===== src/rtl/rr_arbiter.sv =====
// Round-robin arbiter for one shared resource: one-hot grant plus binary mux select.
// A grant is held until done, request drop, or watchdog expiry, with back-to-back handover.
module rr_arbiter #(
    parameter int P_REQUESTERS = 4,
    parameter int P_TIMEOUT    = 16
) (
    input  logic                            I_CLK,
    input  logic                            I_NRESET,
    input  logic [P_REQUESTERS-1:0]         I_REQ,
    input  logic                            I_DONE,
    output logic [P_REQUESTERS-1:0]         O_GRANT,
    output logic [$clog2(P_REQUESTERS)-1:0] O_SELECT,
    output logic                            O_BUSY,
    output logic                            O_TIMEOUT
);

    localparam int SW        = $clog2(P_REQUESTERS);
    localparam int CW        = (P_TIMEOUT == 0) ? 1 : $clog2(P_TIMEOUT + 1);
    localparam int TO_LAST_I = (P_TIMEOUT == 0) ? 0 : P_TIMEOUT - 1;

    localparam logic [CW-1:0]           TO_LAST = CW'(TO_LAST_I);
    localparam logic [P_REQUESTERS-1:0] ONE     = P_REQUESTERS'(1);

    typedef enum logic {
        S_IDLE    = 1'b0,
        S_GRANTED = 1'b1
    } state_t;

    state_t                  state_q,   state_d;
    logic [SW-1:0]           ptr_q,     ptr_d;
    logic [CW-1:0]           cnt_q,     cnt_d;
    logic [P_REQUESTERS-1:0] grant_q,   grant_d;
    logic [SW-1:0]           sel_q,     sel_d;
    logic                    timeout_q, timeout_d;

    logic [P_REQUESTERS-1:0] owner_mask;
    logic [P_REQUESTERS-1:0] elig;
    logic [SW-1:0]           next_ptr;
    logic [SW-1:0]           base;
    logic [SW-1:0]           win;
    logic                    owner_req;
    logic                    normal_rel;
    logic                    timeout_hit;
    logic                    found;
    int                      idx;

    // NOTE: every signal written here gets a default first, so no path leaves it unassigned and no latch is inferred.
    always_comb begin
        owner_mask  = ONE << sel_q;
        owner_req   = |(I_REQ & owner_mask);
        normal_rel  = I_DONE || !owner_req;
        timeout_hit = (P_TIMEOUT != 0) && (state_q == S_GRANTED) &&
                      (cnt_q == TO_LAST) && !normal_rel;
        next_ptr    = (int'(sel_q) == P_REQUESTERS - 1) ? '0 : sel_q + SW'(1);

        // From IDLE scan from the stored pointer; on release scan from just past the owner.
        base = (state_q == S_IDLE) ? ptr_q : next_ptr;
        elig = timeout_hit ? (I_REQ & ~owner_mask) : I_REQ;

        found = 1'b0;
        win   = '0;
        idx   = 0;
        for (int off = 0; off < P_REQUESTERS; off++) begin
            idx = int'(base) + off;
            if (idx >= P_REQUESTERS) begin
                idx = idx - P_REQUESTERS;
            end
            if (!found && elig[idx]) begin
                found = 1'b1;
                win   = SW'(idx);
            end
        end

        state_d   = state_q;
        ptr_d     = ptr_q;
        cnt_d     = cnt_q;
        grant_d   = grant_q;
        sel_d     = sel_q;
        timeout_d = 1'b0;

        case (state_q)
            S_IDLE: begin
                if (found) begin
                    state_d = S_GRANTED;
                    grant_d = ONE << win;
                    sel_d   = win;
                    cnt_d   = '0;
                end
            end
            S_GRANTED: begin
                if (normal_rel || timeout_hit) begin
                    ptr_d     = next_ptr;
                    timeout_d = timeout_hit;
                    cnt_d     = '0;
                    if (found) begin
                        grant_d = ONE << win;
                        sel_d   = win;
                    end else begin
                        state_d = S_IDLE;
                        grant_d = '0;
                    end
                end else if (cnt_q != {CW{1'b1}}) begin
                    cnt_d = cnt_q + CW'(1);
                end
            end
        endcase
    end

    // NOTE: sequential state uses non-blocking assignments so every flop samples pre-edge values.
    always_ff @(posedge I_CLK or negedge I_NRESET) begin
        if (!I_NRESET) begin
            state_q   <= S_IDLE;
            ptr_q     <= '0;
            cnt_q     <= '0;
            grant_q   <= '0;
            sel_q     <= '0;
            timeout_q <= 1'b0;
        end else begin
            state_q   <= state_d;
            ptr_q     <= ptr_d;
            cnt_q     <= cnt_d;
            grant_q   <= grant_d;
            sel_q     <= sel_d;
            timeout_q <= timeout_d;
        end
    end

    assign O_GRANT   = grant_q;
    assign O_SELECT  = sel_q;
    assign O_BUSY    = (state_q == S_GRANTED);
    assign O_TIMEOUT = timeout_q;

endmodule


===== config.mk =====
export PLATFORM = sky130hd
export DESIGN_NAME = rr_arbiter
export DESIGN_NICKNAME = d
export VERILOG_FILES = /design/src/rtl/rr_arbiter.sv
export SDC_FILE = /design/constraint.sdc
export NUM_CORES = 1
export LEC_CHECK = 0
export BUFFER_PORTS_ARGS = -buffer_cell sky130_fd_sc_hd__buf_2
export CORE_MARGIN = 5
export CORE_UTILIZATION = 54
export CTS_CLUSTER_SIZE = 40
export DETAILED_ROUTE_END_ITERATION = 16
export PLACE_DENSITY = 0.76
export SLEW_MARGIN = 20
export SYNTH_ARGS = -nofsm -noshare
export SYNTH_HDL_FRONTEND = slang
export SYNTH_SLANG_ARGS = --single-unit

===== constraint.sdc =====
create_clock -name I_CLK -period 2.45 [get_ports I_CLK]
set_clock_uncertainty 0.05 [all_clocks]
set_input_delay 0.245 -clock I_CLK [delete_from_list [all_inputs] [get_ports I_CLK]]
set_output_delay 0.245 -clock I_CLK [all_outputs]
set_load 0.1 [all_outputs]

==> run_summary.xml, run 1 <==
<?xml version="1.0" encoding="UTF-8"?>
<metrics>
  <group name="pwr">
    <metric name="static-leakage-power" unit="nW">0.5363</metric>
    <metric name="seq_power_share" unit="">0.277</metric>
    <metric name="sw_frac_of_total" unit="">0.5233</metric>
    <metric name="clockPowerShare" unit="">0.097</metric>
    <metric name="cellInternalPower" unit="uW">684.5</metric>
    <metric name="ir_drop" unit="mV">1.198</metric>
    <metric name="netSwitchingPower" unit="uW">751.4</metric>
    <metric name="share_of_power_burned_in_combinational_logic" unit="">0.626</metric>
    <metric name="power_density" unit="nW/um^2">1238</metric>
  </group>
  <group name="global_routing">
    <metric name="global_route_wire_length_before_repair" unit="um">3553</metric>
    <metric name="grt_max_degree" unit="">16</metric>
    <metric name="gr-usage-all-layers" unit="">0.1755</metric>
    <metric name="grt_remaining_overflow" unit="">0</metric>
    <metric name="grt_pass1_vias" unit="">746</metric>
    <metric name="grt_antenna_before_repair" unit="">0</metric>
  </group>
  <group name="synth">
    <metric name="ys_seq_elements" unit="">15</metric>
    <metric name="ys.warnings.count" unit="">0</metric>
    <metric name="synth.cell_area" unit="um^2">969.7</metric>
    <metric name="netlist_top_cells_area" unit="">dfrtp_1 39%, ha_1 9.0%, nand4b_1 4.5%</metric>
    <metric name="syn_nets" unit="">104</metric>
    <metric name="synth-seq-area-share" unit="">0.3871</metric>
    <metric name="synth_top_cells_by_count" unit="">15 x dfrtp_1, 8 x nand2_1, 7 x ha_1, 7 x inv_1</metric>
    <metric name="synth_enable_flop_cells" unit="">0</metric>
    <metric name="synth_area_per_cell" unit="um^2">10.77</metric>
    <metric name="synth_cell_type_count" unit="">36</metric>
    <metric name="most_frequent_cell_after_synthesis" unit="">dfrtp_1</metric>
    <metric name="synth_largest_type_area_fraction" unit="">0.3871</metric>
    <metric name="synth_async_sr_flop_share" unit="">1.000</metric>
    <metric name="netlist.top_cell.by_area" unit="">dfrtp_1</metric>
    <metric name="synth-main-ff-cell" unit="">dfrtp_1</metric>
    <metric name="synthCells" unit="">90</metric>
  </group>
  <group name="route">
    <metric name="detailedRoute.firstIterationViolations" unit="">10</metric>
    <metric name="vias_per_cell" unit="">5.650</metric>
    <metric name="drtPass1Iterations" unit="">4</metric>
    <metric name="wl" unit="um">1975</metric>
    <metric name="antenna_left" unit="">0</metric>
    <metric name="total_via_count_after_detailed_routing" unit="">774</metric>
    <metric name="routedWlPerCell" unit="um">14.42</metric>
    <metric name="drc" unit="">0</metric>
  </group>
  <group name="finish">
    <metric name="finish.cell_count_without_fillers" unit="">137</metric>
    <metric name="final_util" unit="">0.6791</metric>
    <metric name="finalInstanceArea" unit="um^2">1160</metric>
    <metric name="final_layout_size_suffix_gt1_frac" unit="">0.3304</metric>
    <metric name="sequential_cell_area" unit="um^2">377.9</metric>
    <metric name="multi_input_comb_area" unit="um^2">584.3</metric>
    <metric name="finish.net_count" unit="">127</metric>
    <metric name="antenna_cell_count" unit="">0</metric>
    <metric name="filler_cell_count" unit="">154</metric>
    <metric name="layout-area-overhead-vs-synth" unit="%">19.61</metric>
  </group>
  <group name="die">
    <metric name="die-width" unit="um">52.38</metric>
    <metric name="initial_core_utilization" unit="">0.5678</metric>
    <metric name="core_region_area" unit="um^2">1708</metric>
    <metric name="die-height" unit="um">52.38</metric>
    <metric name="floorplan.io_pins" unit="">15</metric>
    <metric name="design.die.area" unit="um^2">2743</metric>
    <metric name="number_of_rows_in_the_core_area" unit="">15</metric>
  </group>
  <group name="worst_setup_path">
    <metric name="reg2reg_depth" unit="">8</metric>
    <metric name="cp-start-kind" unit="">flip-flop</metric>
    <metric name="r2r_slack" unit="ps">210</metric>
    <metric name="cp-endpoint" unit="">cnt_q[0]</metric>
    <metric name="critical_path.reg2reg.startpoint" unit="">cnt_q[0]</metric>
    <metric name="r2r_end" unit="">cnt_q[0]</metric>
    <metric name="critical_path_peak_fanout" unit="">7</metric>
    <metric name="worstSetupPathType" unit="">reg -&gt; reg</metric>
    <metric name="endpoint_kind" unit="">flip-flop</metric>
    <metric name="worst-endpoint-arrival" unit="ps">2400</metric>
    <metric name="cp_data_required_time" unit="ps">2610</metric>
    <metric name="timing.critical_path.from" unit="">cnt_q[0]</metric>
  </group>
  <group name="sta">
    <metric name="timing_hold_violations_final" unit="">0</metric>
    <metric name="finalCriticalPeriod" unit="ps">2243</metric>
    <metric name="timing.final.max_slew_violations" unit="">0</metric>
    <metric name="setup_tns" unit="ps">0</metric>
    <metric name="whs" unit="ps">255.9</metric>
    <metric name="worst-slew-pin-transition" unit="ps">491.6</metric>
    <metric name="clock.fmax" unit="MHz">445.9</metric>
    <metric name="grt_setup_unrepaired" unit="">no</metric>
    <metric name="fin_crit_sh" unit="">0.9154</metric>
    <metric name="setup_viol" unit="">0</metric>
    <metric name="max_slew_margin" unit="">0.6745</metric>
  </group>
  <group name="job">
    <metric name="max-cap-violations" unit="">0</metric>
  </group>
  <group name="clock_tree">
    <metric name="cts_root_buf" unit="">clkbuf_4</metric>
    <metric name="tritoncts" unit="">done</metric>
    <metric name="insertion_delay" unit="ps">280</metric>
    <metric name="cts_made_buffers" unit="">3</metric>
    <metric name="cts.htree.levels" unit="">1</metric>
    <metric name="cts_sinks" unit="">15</metric>
    <metric name="clk_transition_reported_paths" unit="ps">90</metric>
    <metric name="max_clock_buf_depth" unit="">2</metric>
  </group>
  <group name="placement">
    <metric name="final_weighted_congestion_in_routability_driven_placement" unit="">0.8989</metric>
    <metric name="detailedPlacementHpwl" unit="um">1513</metric>
    <metric name="place_inst" unit="">130</metric>
    <metric name="io_buffers" unit="">14</metric>
    <metric name="placed_cell_area" unit="um^2">1077</metric>
  </group>
  <group name="hold_path">
    <metric name="hold_class" unit="">in -&gt; reg</metric>
  </group>
  <group name="status">
    <metric name="status" unit="">finished, final reports clean</metric>
  </group>
</metrics>
-- placed cells by master, fill, tap and decap left out, types with 2 or more instances in the layout --
cell	Yosys	routed
a21oi_1	5	5
a22o_1	3	3
a22oi_2	2	2
a31oi_1	2	2
and3_1	2	2
and3b_1	2	2
buf_2	0	14
buf_4	0	4
clkbuf_4	0	3
dfrtp_1	15	13
dfrtp_2	0	2
ha_1	7	6
inv_1	7	7
mux2_2	2	2
mux2i_1	2	2
nand2_1	8	6
nand2_2	0	2
nand3_1	2	2
nand4b_1	5	5
nor2_1	3	3
o2bb2ai_1	2	2
-- routing by layer --
| layer | GRT usage | share of wire | vias up |
|---|---|---|---|
| met5 | 0 | 0 | - |
| met4 | 0.04681 | 0 | 0 |
| met3 | 0.06553 | 0.053 | 0 |
| met2 | 0.2417 | 0.45 | 17 |
| met1 | 0.2540 | 0.50 | 371 |
| li1 | - | - | 386 |
-- cell families after synthesis --
logic type | count (synthesis) | synth area share
simple gates | 28 | 0.1845
fa+ha+maj | 7 | 0.09032
compound gates | 26 | 0.2284
flops | 15 | 0.3871
buf+inv | 9 | 0.04258
mux | 5 | 0.06709
-- registers in the layout (all words and copies together), names as in the netlist --
register	count
O_SELECT	2
ptr_q	2
O_BUSY	1
cnt_q	5
O_GRANT	4
O_TIMEOUT	1
-- critical path: stages, from the launching register on --
cell and delay [ps]:
dfrtp_1 390, ha_1 200, and3_1 230, ha_4 200
nand4b_1 130, a22oi_2 360, nand4_1 240, a21boi_1 220
mux2i_1 140
-- how the worst min path moves through the flow --
stage / startpoint / end / cells past startpoint
3_5_place_dp: I_NRESET / cnt_q[3] / 1
2_1_floorplan: I_NRESET / O_BUSY / 0
3_3_place_gp: I_NRESET / cnt_q[3] / 1
4_1_cts: I_REQ[0] / O_BUSY / 3
6_report: I_REQ[2] / O_BUSY / 3
5_1_grt: I_REQ[2] / O_BUSY / 3
-- repair_timing --
item | 4_1_cts | 5_1_grt
gates resized for setup | 0 | 6
setup buffers | 0 | 2
endpoints found under the setup margin | 0 | 10
hold buffers | 1 | 0
endpoints found under the hold margin | 15 | 0
-- layout make-up --
type,instances,area share
Sequential cell,15,0.3258
Clock buffer,4,0.02265
Multi-Input combinational cell,66,0.5038
Timing Repair Buffer,19,0.09493
Tap cell,25,0.02697
Inverter,8,0.02589
-- power groups by stage --
stage | registers (mW) | logic, mW | clock network (mW)
final | 0.398 | 0.899 | 0.139
after global routing | 0.412 | 0.969 | 0.164
after CTS | 0.397 | 0.887 | 0.142
after detailed placement | 0.402 | 0.881 | 0
after global placement | 0.397 | 0.875 | 0
after floorplan | 0.685 | 0.428 | 0
-- per-stage QoR --
step                      power, mW  worst slack (ps)
final                         1.436             207.3
after global routing          1.544             44.53
after CTS                     1.425             15.57
after detailed placement      1.283             42.76
after global placement        1.272             94.76
after floorplan               1.113             53.26
Power figures use the tool's default switching activity.
==> run 2, diff against run 1 <==
Settings changed: ABC_AREA set to 1, CORE_UTILIZATION 54 to 55, REMOVE_ABC_BUFFERS set to 1.
==> run 2 against run 1 <==
  * The run now ends with negative setup slack left
  * Worst hold slack got worse by 3.9 ps
  * Worst setup slack worse by 230 ps
  * Critical path depth grew 9
  * Sequential cell count stayed put
  * First-iteration DRC count rose to 4.3 times the previous value
  * Global-route usage increased by 0.33 points
  * Largest cell class unchanged
==> run_summary.xml, run 2 <==
<?xml version="1.0" encoding="UTF-8"?>
<metrics>
  <group name="sta">
    <metric name="grt_setup_unrepaired" unit="">yes</metric>
    <metric name="timing.final.max_slew_violations" unit="">0</metric>
    <metric name="timing_hold_violations_final" unit="">0</metric>
    <metric name="fin_crit_sh" unit="">1.010</metric>
    <metric name="clock.fmax" unit="MHz">404.0</metric>
    <metric name="max_slew_margin" unit="">0.6777</metric>
    <metric name="worst-slew-pin-transition" unit="ps">486.8</metric>
    <metric name="layout_setup_ws" unit="ps">-25.30</metric>
    <metric name="finalCriticalPeriod" unit="ps">2475</metric>
    <metric name="setup_viol" unit="">3</metric>
  </group>
  <group name="clock_tree">
    <metric name="max_clock_buf_depth" unit="">2</metric>
    <metric name="cts.htree.levels" unit="">1</metric>
    <metric name="insertion_delay" unit="ps">290</metric>
    <metric name="tritoncts" unit="">done</metric>
    <metric name="cts_sinks" unit="">15</metric>
    <metric name="cts_root_buf" unit="">clkbuf_4</metric>
    <metric name="cts_made_buffers" unit="">3</metric>
    <metric name="clk_transition_reported_paths" unit="ps">90</metric>
  </group>
  <group name="finish">
    <metric name="finalInstanceArea" unit="um^2">1533</metric>
    <metric name="mostFrequentLayoutCell" unit="">nand2_1</metric>
    <metric name="final_layout_size_suffix_gt1_frac" unit="">0.4074</metric>
    <metric name="sequential_cell_area" unit="um^2">375.4</metric>
    <metric name="registers.top_by_ff_count" unit="">cnt_q</metric>
    <metric name="most_frequent_cells_in_the_layout" unit="">48 x nand2_1, 15 x dfrtp_1, 14 x inv_1, 14 x nand2_2, 14 x buf_2</metric>
    <metric name="finish.net_count" unit="">204</metric>
    <metric name="layout-area-overhead-vs-synth" unit="%">24.37</metric>
    <metric name="filler_cell_count" unit="">187</metric>
    <metric name="multi_input_comb_area" unit="um^2">900.9</metric>
    <metric name="largest_reg_flops" unit="">5</metric>
    <metric name="antenna_cell_count" unit="">0</metric>
  </group>
  <group name="global_routing">
    <metric name="grt_antenna_before_repair" unit="">0</metric>
    <metric name="global_route_wire_length_before_repair" unit="um">4567</metric>
    <metric name="gr-usage-all-layers" unit="">0.1788</metric>
    <metric name="grt_remaining_overflow" unit="">0</metric>
    <metric name="grt_max_degree" unit="">16</metric>
    <metric name="grt_pass1_vias" unit="">1123</metric>
  </group>
  <group name="synth">
    <metric name="synth_async_sr_flop_share" unit="">1.000</metric>
    <metric name="synth-seq-area-share" unit="">0.3046</metric>
    <metric name="ys_seq_elements" unit="">15</metric>
    <metric name="netlist_top_cells_area" unit="">dfrtp_1 30%, nand2_1 18%, nand3_1 7.7%</metric>
    <metric name="synth_enable_flop_cells" unit="">0</metric>
    <metric name="synthCells" unit="">165</metric>
    <metric name="most_frequent_cell_after_synthesis" unit="">nand2_1</metric>
    <metric name="synth-main-ff-cell" unit="">dfrtp_1</metric>
    <metric name="netlist.top_cell.by_area" unit="">dfrtp_1</metric>
    <metric name="ys.warnings.count" unit="">0</metric>
    <metric name="synth_area_per_cell" unit="um^2">7.469</metric>
    <metric name="synth_top_cells_by_count" unit="">60 x nand2_1, 19 x nand3_1, 15 x dfrtp_1, 15 x inv_1</metric>
    <metric name="synth_largest_type_area_fraction" unit="">0.3046</metric>
    <metric name="synth_cell_type_count" unit="">27</metric>
    <metric name="synth.cell_area" unit="um^2">1232</metric>
  </group>
  <group name="hold_path">
    <metric name="hold_class" unit="">in -&gt; reg</metric>
  </group>
  <group name="route">
    <metric name="routed_met2_length" unit="um">1393</metric>
    <metric name="vias_per_cell" unit="">5.230</metric>
    <metric name="routedWlPerCell" unit="um">12.66</metric>
    <metric name="detailedRoute.firstIterationViolations" unit="">43</metric>
    <metric name="total_via_count_after_detailed_routing" unit="">1135</metric>
    <metric name="drtPass1Iterations" unit="">4</metric>
    <metric name="drc" unit="">0</metric>
    <metric name="routed.top_layer" unit="">met4</metric>
    <metric name="antenna_left" unit="">0</metric>
    <metric name="detailed_routing_wirelength_on_met1" unit="um">1169</metric>
    <metric name="met3RoutedLength" unit="um">114</metric>
    <metric name="wl" unit="um">2748</metric>
  </group>
  <group name="placement">
    <metric name="final_weighted_congestion_in_routability_driven_placement" unit="">0.9117</metric>
    <metric name="io_buffers" unit="">14</metric>
    <metric name="pre_cts_ws" unit="ps">24.61</metric>
    <metric name="detailedPlacementHpwl" unit="um">2012</metric>
    <metric name="placed_cell_area" unit="um^2">1345</metric>
  </group>
  <group name="worst_setup_path">
    <metric name="critical_path_peak_fanout" unit="">6</metric>
    <metric name="worstSetupPathType" unit="">reg -&gt; reg</metric>
    <metric name="worst-endpoint-arrival" unit="ps">2640</metric>
    <metric name="cp-start-kind" unit="">flip-flop</metric>
    <metric name="endpoint_kind" unit="">flip-flop</metric>
    <metric name="cp_data_required_time" unit="ps">2620</metric>
  </group>
  <group name="die">
    <metric name="die-width" unit="um">57.34</metric>
    <metric name="number_of_rows_in_the_core_area" unit="">17</metric>
    <metric name="floorplan.io_pins" unit="">15</metric>
    <metric name="initial_core_utilization" unit="">0.5681</metric>
    <metric name="core_region_area" unit="um^2">2170</metric>
    <metric name="die-height" unit="um">57.34</metric>
    <metric name="design.die.area" unit="um^2">3287</metric>
  </group>
  <group name="status">
    <metric name="status" unit="">finished, violations left</metric>
    <metric name="violations_in_the_final_reports" unit="">negative setup slack</metric>
  </group>
  <group name="job">
    <metric name="max-cap-violations" unit="">0</metric>
  </group>
</metrics>
## run 2: worst max-delay path, stage by stage (launching register included)
cell     delay, ps
dfrtp_1        390
ha_2           200
nand2_2         80
nor2_4         130
ha_2           180
nand2_2         60
inv_2          100
nand4_1        200
nand3_2        150
nand3_2        110
nand2_4        120
nand2_4         90
nor2_8         150
nand2_4         80
nand2_8         90
buf_4          110
nand2_1         40
o21ai_1         60
## run 2: cell type report
cell class | instances | area share
clock buffer | 4 | 0.01714
multi-input combinational | 130 | 0.5878
sequential | 15 | 0.2449
tap | 28 | 0.02286
timing repair buffer | 20 | 0.07673
inverter | 20 | 0.05061
## run 2: metrics by stage
| stage | hold slack (ps) | utilization | setup TNS, ps | instances |
|---|---|---|---|---|
| CTS | 226.1 | 0.6384 | 0 | 213 |
| floorplan | -100.6 | - | -4408 | 165 |
| global placement | 107.8 | 0.6200 | 0 | 208 |
| global route | 257.0 | 0.7065 | -1722 | 217 |
| detailed placement | 115.5 | 0.6200 | 0 | 208 |
| finish | 252.0 | 0.7065 | -38.52 | 217 |
## run 2: worst paths after layout
path | from | slack (ps) | to | depth (start not counted)
max in group asynchronous | I_NRESET | 1780 | O_SELECT[0] | 2
worst max register to register | cnt_q[0] | -30 | O_SELECT[0] | 17
worst min register to register | O_GRANT[2] | 440 | O_GRANT[2] | 2
min in group asynchronous | I_NRESET | 320 | cnt_q[0] | 2
worst min-delay path | I_DONE | 250 | O_TIMEOUT | 4
worst max-delay path | cnt_q[0] | -30 | O_SELECT[0] | 17
## run 2: repair_timing
| action | CTS | global route |
|---|---|---|
| setup buffers | 0 | 4 |
| hold endpoints to repair | 15 | 0 |
| cloned | 0 | 0 |
| resized for setup | 1 | 31 |
| hold buffers | 1 | 0 |
| pin swaps | 0 | 15 |
| endpoints found under the setup margin | 1 | 11 |
## run 2: layer usage
layer / global-route usage / up-vias
li1: - / 582
met1: 0.2053 / 517
met2: 0.3132 / 29
met3: 0.02941 / 7
met4: 0.09934 / 0
met5: 0 / -
## run 2: cells by family after synthesis
group / share of synthesized area
and+or+nand+nor: 0.4680
DFF: 0.3046
xor gates and xnor gates: 0.02945
buffers and inverters: 0.06294
adders and majority gates: 0.07106
AOI/OAI and AO/OA: 0.06395
Power of run 2 is left out: the tool's default activity adds up to more than one toggle a clock period on the data nets, which glitch-free logic cannot reach.
